[config.mk]
export PLATFORM = sky130hd
export DESIGN_NAME = manchester_deserializer
export DESIGN_NICKNAME = d
export VERILOG_FILES = /design/src/rtl/manchester_deserializer.sv
export SDC_FILE = /design/constraint.sdc
export NUM_CORES = 1
export LEC_CHECK = 0
export CORE_ASPECT_RATIO = 1.1
export CORE_MARGIN = 2
export CORE_UTILIZATION = 50
export DETAILED_ROUTE_END_ITERATION = 10
export PLACE_DENSITY = 0.7
export RECOVER_POWER = 50
export SLEW_MARGIN = 20
export SYNTH_ARGS = -nofsm -noshare
export SYNTH_HDL_FRONTEND = slang
export SYNTH_SLANG_ARGS = --single-unit
[constraint.sdc]
create_clock -name aclk -period 2 [get_ports aclk]
set_input_delay 0.4 -clock aclk [delete_from_list [all_inputs] [get_ports aclk]]
set_output_delay 0.4 -clock aclk [all_outputs]
set_load 0.03 [all_outputs]
[src/rtl/manchester_deserializer.sv]
// Manchester line decoder with preamble/sync-word alignment, AXI-Stream byte output.
// Keeps one byte in reserve so the last byte of a frame can be flagged with tlast.
module manchester_deserializer #(
  parameter int         HALF_CYCLES = 4,
  parameter logic [7:0] SYNC_WORD   = 8'hD5
) (
  input  logic       aclk,
  input  logic       aresetn,
  input  logic       serial_in,
  output logic [7:0] m_axis_tdata,
  output logic       m_axis_tvalid,
  input  logic       m_axis_tready,
  output logic       m_axis_tlast,
  output logic       locked,
  output logic       overflow
);

  localparam int ACCEPT_CYCLES = (3 * HALF_CYCLES) / 2;
  localparam int LOSS_CYCLES   = 3 * HALF_CYCLES;
  localparam int TW            = $clog2(LOSS_CYCLES + 1);
  localparam logic [TW-1:0] ACCEPT_T = TW'(ACCEPT_CYCLES);
  localparam logic [TW-1:0] LOSS_T   = TW'(LOSS_CYCLES);

  typedef enum logic [1:0] {
    IDLE  = 2'd0,
    HUNT  = 2'd1,
    DATA  = 2'd2,
    FLUSH = 2'd3
  } state_t;

  state_t        state_reg, state_next;
  logic [2:0]    sync_reg;
  logic [TW-1:0] timer_reg, timer_next;
  logic [7:0]    shift_reg, shift_next;
  logic [2:0]    bit_cnt_reg, bit_cnt_next;
  logic          byte_done_reg, byte_done_next;
  logic [7:0]    byte_reg, byte_next;
  logic [7:0]    hold_reg, hold_next;
  logic          hold_valid_reg, hold_valid_next;
  logic [7:0]    tdata_reg, tdata_next;
  logic          tvalid_reg, tvalid_next;
  logic          tlast_reg, tlast_next;
  logic          locked_reg;
  logic          overflow_reg, overflow_next;

  logic       transition;
  logic       mid_bit;
  logic       lock_lost;
  logic       slot_free;
  logic [7:0] shifted;

  // sync_reg[1] is the synchronized line, sync_reg[2] its previous value
  assign transition = sync_reg[1] ^ sync_reg[2];
  assign mid_bit    = transition && (timer_reg >= ACCEPT_T);
  assign lock_lost  = (timer_reg == LOSS_T);
  assign slot_free  = !tvalid_reg || m_axis_tready;
  assign shifted    = {shift_reg[6:0], sync_reg[1]};

  always_ff @(posedge aclk or negedge aresetn) begin
    if (!aresetn) begin
      sync_reg <= '0;
    end else begin
      sync_reg <= {sync_reg[1:0], serial_in};
    end
  end

  always_ff @(posedge aclk or negedge aresetn) begin
    if (!aresetn) begin
      state_reg      <= IDLE;
      timer_reg      <= '0;
      shift_reg      <= '0;
      bit_cnt_reg    <= '0;
      byte_done_reg  <= 1'b0;
      byte_reg       <= '0;
      hold_reg       <= '0;
      hold_valid_reg <= 1'b0;
      tdata_reg      <= '0;
      tvalid_reg     <= 1'b0;
      tlast_reg      <= 1'b0;
      locked_reg     <= 1'b0;
      overflow_reg   <= 1'b0;
    end else begin
      state_reg      <= state_next;
      timer_reg      <= timer_next;
      shift_reg      <= shift_next;
      bit_cnt_reg    <= bit_cnt_next;
      byte_done_reg  <= byte_done_next;
      byte_reg       <= byte_next;
      hold_reg       <= hold_next;
      hold_valid_reg <= hold_valid_next;
      tdata_reg      <= tdata_next;
      tvalid_reg     <= tvalid_next;
      tlast_reg      <= tlast_next;
      locked_reg     <= (state_reg == HUNT) || (state_reg == DATA);
      overflow_reg   <= overflow_next;
    end
  end

  always_comb begin
    state_next      = state_reg;
    timer_next      = lock_lost ? timer_reg : timer_reg + 1'b1;
    shift_next      = shift_reg;
    bit_cnt_next    = bit_cnt_reg;
    byte_done_next  = 1'b0;
    byte_next       = byte_reg;
    hold_next       = hold_reg;
    hold_valid_next = hold_valid_reg;
    tdata_next      = tdata_reg;
    tvalid_next     = tvalid_reg;
    tlast_next      = tlast_reg;
    overflow_next   = 1'b0;

    if (tvalid_reg && m_axis_tready) begin
      tvalid_next = 1'b0;
    end

    case (state_reg)
      IDLE: begin
        // No timing reference yet, so the first edge is taken as a mid-bit
        if (transition) begin
          timer_next = '0;
          shift_next = shifted;
          state_next = HUNT;
        end
      end
      HUNT: begin
        if (mid_bit) begin
          timer_next = '0;
          shift_next = shifted;
          if (shifted == SYNC_WORD) begin
            state_next   = DATA;
            bit_cnt_next = '0;
          end
        end else if (lock_lost) begin
          state_next = IDLE;
          shift_next = '0;
        end
      end
      DATA: begin
        if (mid_bit) begin
          timer_next   = '0;
          shift_next   = shifted;
          bit_cnt_next = bit_cnt_reg + 1'b1;
          if (bit_cnt_reg == 3'd7) begin
            byte_done_next = 1'b1;
            byte_next      = shifted;
          end
        end else if (lock_lost) begin
          state_next   = hold_valid_reg ? FLUSH : IDLE;
          shift_next   = '0;
          bit_cnt_next = '0;
        end
      end
      FLUSH: begin
        if (slot_free) begin
          tdata_next      = hold_reg;
          tlast_next      = 1'b1;
          tvalid_next     = 1'b1;
          hold_next       = '0;
          hold_valid_next = 1'b0;
          state_next      = IDLE;
        end
      end
      default: state_next = IDLE;
    endcase

    // A finished byte waits in hold until the next one proves it is not the last
    if (byte_done_reg) begin
      if (!hold_valid_reg) begin
        hold_next       = byte_reg;
        hold_valid_next = 1'b1;
      end else if (slot_free) begin
        tdata_next  = hold_reg;
        tlast_next  = 1'b0;
        tvalid_next = 1'b1;
        hold_next   = byte_reg;
      end else begin
        overflow_next = 1'b1;
      end
    end
  end

  assign m_axis_tdata  = tdata_reg;
  assign m_axis_tvalid = tvalid_reg;
  assign m_axis_tlast  = tlast_reg;
  assign locked        = locked_reg;
  assign overflow      = overflow_reg;

endmodule

* Word level (Yosys, flattened, before mapping) *
Cells that the tools add are included.

operators by class
  add/sub/neg operators = 2
  multiply operators = 0
  divide/modulo/power cells = 0
  magnitude comparators = 1
  equality and inequality tests = 16
  shift operators = 0
  mux-type cells = 53
  bitwise operators = 1
  reductions and logical operators = 13

operators with widths
  cell                                                  number
  two-way mux 8 bit                                     10
  two-way mux 1 bit                                     21
  two-way mux 7 bit                                     3
  two-way mux 2 bit                                     8
  case mux 7 bit (2 select lines)                       1
  two-way mux 3 bit                                     4
  two-way mux 4 bit                                     3
  != test 2 bit (second input constant)                 5
  == test 8 bit (second input constant)                 1
  case mux 2 bit (4 select lines)                       1
  case mux 4 bit (2 select lines)                       1
  != test 3 bit (second input constant)                 2
  case mux 3 bit (2 select lines)                       1
  AND reduction 3 bit                                   2
  AND reduction 6 bit                                   1
  adder 4 x 1 -> 4 bit (second input constant)          1
  == test 2 bit (second input constant)                 2
  == test 4 bit (second input constant)                 1
  >= comparator 4 x 3 -> 1 bit (second input constant)  1
  AND reduction 4 bit                                   1
  nonzero test 2 bit                                    2
  adder 3 x 1 -> 3 bit (second input constant)          1
  == test 3 bit (second input constant)                 1
  != test 3 x 1 -> 1 bit (second input constant)        1
  9 further kinds                                       11

word-level totals
  bits in registers = 49
  bits in latches = 0
  memory bits (writable) = 0
  bits in read-only memories = 0
  input port bits = 4
  output and inout bits = 12
  word-level logic and storage cells = 100
  memories = 0

* Depth between registers and ports, before layout *
Gate-level depths: netlist of the first run.

  depth in word-level cells = 7
  depth in mapped cells = 7
  mapped depth without buffers = 6

* Least setup slack after synthesis of the first run *
No wires, ideal clock.

  kind = register to register
  from = register timer_reg[0]
  to = register state_reg[1]
  setup time = 0.125 ns
  arrival time = 1.575 ns
  data required time = 1.875 ns
  setup slack = 0.300 ns
  stages on the path, launching flop included = 7
  path buffers = 0
  clock period less this slack = 1.700 ns
  cell sequence = dfrtp_1 -> inv_1 -> ha_1 -> o21ai_1 -> a2111oi_2 -> o211ai_2 -> mux2_4

on the way
  longest elaborated chain between the ends = 4
  elaborated cells on any way between the ends = 10
  classes of those cells = order compare: 1; eq/ne: 5; mux: 2; reduce/logical: 2

RTL lines
  what                                                                                            RTL line  source
  start, declared                                                                                 33        logic [TW-1:0] timer_reg, timer_next;
  start signal, assigned                                                                          84        timer_reg <= timer_next;
  >= comparator 4 x 3 -> 1 bit                                                                    54        assign mid_bit = transition && (timer_reg >= ACCEPT_T);
  logical AND 1 bit                                                                               54
  != test 3 x 2 -> 1 bit (no source line) (tied with other cells)                                 n/a
  AND reduction 6 bit (no source line) / case mux 2 bit (4 select lines) (equally long branches)  n/a
  end signal, assigned                                                                            83        state_reg <= state_next;
  end, declared                                                                                   31        state_t state_reg, state_next;

Parallel ways exist; a longest one is shown, timed or not.
A chain may end at the register's enable or synchronous reset.

* Final worst setup path of the first run *
  from = register timer_reg[0]
  to = register shift_reg[0]

on the way
  longest elaborated chain between the ends = 4
  elaborated cells on any way between the ends = 7
  classes of those cells = order compare: 1; eq/ne: 2; mux: 2; reduce/logical: 2

RTL lines
  what                                                                                            RTL line  source
  >= comparator 4 x 3 -> 1 bit                                                                    54
  logical AND 1 bit                                                                               54
  != test 3 x 1 -> 1 bit (no source line) / two-way mux 7 bit (equally long branches)             n/a
  AND reduction 3 bit (no source line) / case mux 7 bit (2 select lines) (equally long branches)  n/a
  end signal, assigned                                                                            85        shift_reg <= shift_next;
  end, declared                                                                                   34        logic [7:0] shift_reg, shift_next;

Parallel ways exist; a longest one is shown, timed or not.

==> impl_metrics.tcl, run 1 <==
set metrics [dict create \
    grt_max_degree 28 \
    comb_power_share_pct 27.4 \
    finalHoldViolCount 0 \
    cts_inserted_buffers 5 \
    stdcell_count 234 \
    use_met3_pct 5.34 \
    antenna_found_initial 0 \
    cts_tree "done" \
    worstPathArrival_ns 2.06 \
    cts_setup_buffers 0 \
    fmax_mhz 535 \
    cp.required_ns 2.19 \
    holdWs_ns 0.290 \
    dp_hpwl_mm 2.63 \
    clock-root-buffer "clkbuf_8" \
    busiest_layer "met2" \
    grt_usage_pct 17.4 \
    vias_per_cell 5.72 \
    sw_frac_of_total_pct 33.6 \
    post_drt_wl_per_cell_um 15.7 \
    seq_area_um2 1230 \
    status "finished, final reports clean" \
    cp_cell_sequence "inv_1, ha_1, o21a_1, o21ai_0, a21boi_2, a22o_1" \
    hold_buffers 0 \
    synth_edf_count 0 \
    ys_ff_latch 49 \
    place_congestion 0.809 \
    end_kind "flip-flop" \
    wl_mm 3.67 \
    ys_seq_area_share_pct 58.9 \
    slew_headroom_pct 24.9 \
    finalSetupTns_ns 0 \
    antennaDiodeCount 0 \
    core_um2 3990 \
    period_minus_slack_ns 1.87 \
    use_met1_pct 22.8 \
    ys_types 39 \
    clkPwrFrac_pct 23.2 \
    post-route-util_pct 60.3 \
    synthFlopType "dfrtp_1" \
    die_h_um 71.7 \
    h-tree-depth 2 \
    grt_pass1_wl_mm 6.22 \
    rsz0062_at_grt "no" \
    grt_pass1_vias 1352 \
    skew_ns 0.00449 \
    start_util_pct 52.2 \
    worst_pin_slew_ns 1.13 \
    drive_above_1_share_pct 19.8 \
    avgSynthCellArea_um2 13.3 \
    area_delta_synth_final_pct 15.6 \
    leakagePower_uw 0.00113 \
    period_share_pct 93.5 \
    clkTransAtPathRegs_ns 0.08 \
    clkLatencyLatePin_ns 0.30 \
    firstDrtPassIters 4 \
    p_seq_share_pct 49.4 \
    power_density_nw_per_um2 1080 \
    start_kind "flip-flop" \
    layout.nets 194 \
    fillers 309 \
    antenna_left 0 \
    ir_drop_mv 0.515 \
    async_flop_share_pct 100 \
    fp.dieArea_um2 4700 \
    grt-ovfl-total 0 \
    syn_area_um2 2080 \
    maxCapViolCount 0 \
    grtUsageMet2_pct 27.6 \
    critPathMaxStageDelay_ns 0.41 \
    rows 24 \
    drt_iter0_drc 75 \
    drv_slew 0 \
    synth_cells 157 \
    hp-class "primary input to async pin" \
    port_buffers 15 \
    synth_warnings 0 \
    route.detailed.drc 0 \
    io_pins 16 \
    place_inst 226 \
    multi_input_area_um2 808 \
    vias 1338 \
    cts_buffer_depth 2 \
    intPower_uw 1730 \
    cts_sinks 49 \
    die_width_um 65.5 \
    crit_fanout 11 \
    setup_viol 0 \
    crit_slowest_cell "dfrtp_1" \
    crit_type "flip-flop to flip-flop" \
    syn_nets 170 \
    p_switching_uw 878 \
]
-- layout make-up --
| type | instances | share of cell area, % |
|---|---|---|
| clock buffer | 6 | 3.43 |
| clock inverter | 2 | 0.571 |
| inverter | 11 | 1.71 |
| multi-input combinational | 95 | 33.6 |
| sequential | 49 | 50.9 |
| tap | 52 | 2.70 |
| timing repair buffer | 19 | 7.12 |
-- path summary, 6_finish.rpt --
kind | start | to | slack (ns) | cells past startpoint
worst min-delay path | aresetn | async pin | 0.29 | 1
max in group asynchronous | aresetn | timer_reg[2]$_DFF_PN0_ | 0.47 | 2
worst max register to register | timer_reg[0]$_DFF_PN0_ | shift_reg[0]$_DFFE_PN0P_ | 0.13 | 6
worst max-delay path | timer_reg[0]$_DFF_PN0_ | shift_reg[0]$_DFFE_PN0P_ | 0.13 | 6
min in group aclk | sync_reg[0]$_DFF_PN0_ | sync_reg[1]$_DFF_PN0_ | 0.36 | 0
worst min register to register | sync_reg[0]$_DFF_PN0_ | sync_reg[1]$_DFF_PN0_ | 0.36 | 0
-- through the flow --
step                setup slack (ns)  total power (µW)  instance area (µm²)
finish                         0.129              2610                 2410
global route                  0.0403              2750                 2410
CTS                          0.00603              2610                 2420
detailed placement            0.0247              2010                 2320
global placement              0.0970              1970                 2320
floorplan                      0.300              1790                 2080
-- cell usage after synthesis (all sizes together) (2+ instances only) --
master	number	area share (%)
a21boi	2	0.90
a21oi	8	2.1
a22o	15	6.3
dfrtp	49	59
ha	9	5.4
inv	11	2.0
mux2	17	9.4
nand2	3	0.54
nand2b	2	0.60
nand3	4	1.6
nor2	5	1.0
nor2b	2	0.60
nor3	2	0.48
o211ai	2	0.96
o21ai	6	1.4
o32ai	2	0.84
xnor2	3	1.3
-- cells in the final DEF, fill, tap and decap left out, types with 2 or more instances in the layout --
| cell type | synthesis | layout |
|---|---|---|
| nand3_1 | 3 | 3 |
| o21ai_0 | 4 | 4 |
| buf_4 | 1 | 3 |
| clkdlybuf4s50_1 | 0 | 12 |
| xnor2_1 | 3 | 3 |
| nand2_1 | 3 | 3 |
| nor2_1 | 4 | 4 |
| ha_1 | 9 | 9 |
| nor3_1 | 2 | 2 |
| mux2_2 | 16 | 16 |
| a21boi_2 | 1 | 2 |
| nor2b_1 | 2 | 2 |
| clkbuf_8 | 0 | 6 |
| inv_1 | 11 | 11 |
| dfrtp_1 | 49 | 49 |
| a21oi_1 | 7 | 7 |
| a22o_1 | 15 | 15 |
| dlygate4sd3_1 | 0 | 2 |
| nand2b_1 | 2 | 2 |
| o32ai_1 | 2 | 2 |
| o21ai_1 | 2 | 2 |
-- routing by layer --
metal  part of all wire, %  up-vias
li1                      -      614
met1                    47      683
met2                    47       34
met3                   3.9        7
met4                   1.9        0
met5                     0        -
-- critical path: cells and delay by family (launching register included) --
kind	cells	cell delay, ns
adders and majority gates	1	0.22
buffers and inverters	1	0.09
AOI/OAI and AO/OA	4	1.05
DFF	1	0.41
-- logic make-up after synthesis --
kind of cell,Yosys count,share of synthesized area (%)
xor+xnor,4,1.68
compound gates,41,15.0
simple gates,23,6.67
flops,49,58.9
buf+inv,13,2.52
mux,18,9.85
fa+ha+maj,9,5.41
-- power by group through the flow --
stage / sequential, µW / clock (µW) / combinational [µW]
after floorplan: 1300 / 0 / 495
after global placement: 1290 / 0 / 671
after detailed placement: 1310 / 0 / 703
after CTS: 1290 / 614 / 712
after global routing: 1310 / 657 / 788
final: 1290 / 607 / 716
-- repair_timing --
item | CTS | global route
hold endpoints to repair | 0 | 0
endpoints found under the setup margin | 0 | 12
gates resized for setup | 0 | 1
No activity file was read; power rests on OpenSTA's default activity.
==> run 2, diff against run 1 <==
Settings changed: MAX_ROUTING_LAYER set to met4.
==> run 2 against run 1 <==
  * Cell count is the same
  * Via count is essentially flat
  * Flip-flop and latch count is the same
  * Setup slack is essentially flat
  * Wire length is essentially flat
  * Largest cell class unchanged
  * Largest power group unchanged
==> impl_metrics.tcl, run 2 (synthesized netlist as in run 1, its figures left out) <==
set metrics [dict create \
    vias_per_cell 5.71 \
    area_delta_synth_final_pct 15.6 \
    grt_max_degree 28 \
    layout.nets 194 \
    dp_slack_ns 0.0247 \
    finalSetupTns_ns 0 \
    cts_inserted_buffers 5 \
    timing.rr.start "timer_reg[0]$_DFF_PN0_" \
    ctsResizeCount 0 \
    cp_cell_sequence "inv_1, ha_1, o21a_1, o21ai_0, a21boi_2, a22o_1" \
    fin_ws_ns 0.129 \
    firstDrtPassIters 4 \
    io_pins 16 \
    rsz0062_at_grt "no" \
    antenna_left 0 \
    layout_commonest_cell "dfrtp_1" \
    rows 24 \
    crit_slowest_cell "dfrtp_1" \
    skew_ns 0.00450 \
    worstPathArrival_ns 2.06 \
    antenna_found_initial 0 \
    fillers 309 \
    place_congestion 0.821 \
    hp-class "primary input to async pin" \
    finalInstanceArea_um2 2410 \
    r2r_slack_ns 0.13 \
    die_h_um 71.7 \
    maxCapViolCount 0 \
    critPathMaxStageDelay_ns 0.41 \
    hold_buffers 0 \
    clkTransAtPathRegs_ns 0.08 \
    ir_drop_mv 0.515 \
    slew_headroom_pct 24.9 \
    post-route-util_pct 60.3 \
    end_kind "flip-flop" \
    finalHoldViolCount 0 \
    multi_input_area_um2 808 \
    port_buffers 15 \
    dp_hpwl_mm 2.63 \
    cts_tree "done" \
    die_width_um 65.5 \
    drt_iter0_drc 85 \
    grt-ovfl-total 0 \
    start_kind "flip-flop" \
    route.detailed.drc 0 \
    period_share_pct 93.6 \
    power_density_nw_per_um2 1080 \
    start_util_pct 52.2 \
    grt_pass1_vias 1354 \
    clock-root-buffer "clkbuf_8" \
    setup_viol 0 \
    seq_area_um2 1230 \
    fp.dieArea_um2 4700 \
    post_drt_wl_per_cell_um 15.7 \
    core_um2 3990 \
    antennaDiodeCount 0 \
    grt_pass1_wl_mm 6.21 \
    h-tree-depth 2 \
    clkLatencyLatePin_ns 0.30 \
    vias 1337 \
    r2r_cells 6 \
    stdcell_count 234 \
    period_minus_slack_ns 1.87 \
    crit_type "flip-flop to flip-flop" \
    cts_buffer_depth 2 \
    layout_common_cells "dfrtp_1, mux2_2, a22o_1" \
    fmax_mhz 534 \
    crit_fanout 11 \
    dpl_cell_area_um2 2320 \
    worst_pin_slew_ns 1.13 \
    drv_slew 0 \
    cp.required_ns 2.19 \
    grt_usage_pct 18.1 \
    drive_above_1_share_pct 19.8 \
    wl_mm 3.67 \
    cts_setup_buffers 0 \
    leakagePower_uw 0.00113 \
    place_inst 226 \
    cts_sinks 49 \
    rr_endpoint "shift_reg[0]$_DFFE_PN0P_" \
    status "finished, final reports clean" \
]
==> run 2: cell counts in the layout (fill, tap and decap cells not counted) <==
No cell type changed its count.
==> run 2: worst max-delay path, delay by kind of cell (launching register included) <==
kind,cells,cell delay (ns)
flops,1,0.41
buf+inv,1,0.09
fa+ha+maj,1,0.22
compound gates,4,1.05
==> run 2: worst max-delay path by stage <==
stage                                start                  endpoint  slack (ns)
floorplan           timer_reg[0]$_DFF_PN0_  state_reg[1]$_DFFE_PN0P_        0.30
global placement     sync_reg[1]$_DFF_PN0_  shift_reg[1]$_DFFE_PN0P_         0.1
detailed placement           m_axis_tready                 flip-flop        0.02
CTS                 timer_reg[0]$_DFF_PN0_  shift_reg[6]$_DFFE_PN0P_       0.006
global route        timer_reg[0]$_DFF_PN0_  shift_reg[4]$_DFFE_PN0P_        0.04
finish              timer_reg[0]$_DFF_PN0_  shift_reg[0]$_DFFE_PN0P_        0.13
==> run 2: power by group <==
| group | total [µW] | leakage [µW] | switching, µW | internal, µW |
|---|---|---|---|---|
| combinational | 716 | 0.000421 | 401 | 315 |
| clock | 606 | 0.0000512 | 326 | 281 |
| sequential | 1290 | 0.000658 | 151 | 1140 |
==> run 2: routing by layer <==
metal	global-route usage (%)	share of wire, %	up-vias
li1	-	-	614
met5	-	0	-
met4	6.48	1.8	0
met1	22.9	47	682
met3	5.65	3.7	7
met2	27.6	47	34
==> run 2: layout make-up <==
| class | count | area share (%) |
|---|---|---|
| Multi-Input combinational cell | 95 | 33.6 |
| Inverter | 11 | 1.71 |
| Clock inverter | 2 | 0.571 |
| Clock buffer | 6 | 3.43 |
| Tap cell | 52 | 2.70 |
| Sequential cell | 49 | 50.9 |
| Timing Repair Buffer | 19 | 7.12 |
==> run 2: stage by stage <==
stage          power [µW]  hold slack, ns
4_1_cts              2610          0.0740
5_1_grt              2760           0.366
6_report             2610           0.290
3_5_place_dp         2010           0.339
2_1_floorplan        1790           0.104
3_3_place_gp         1970           0.336
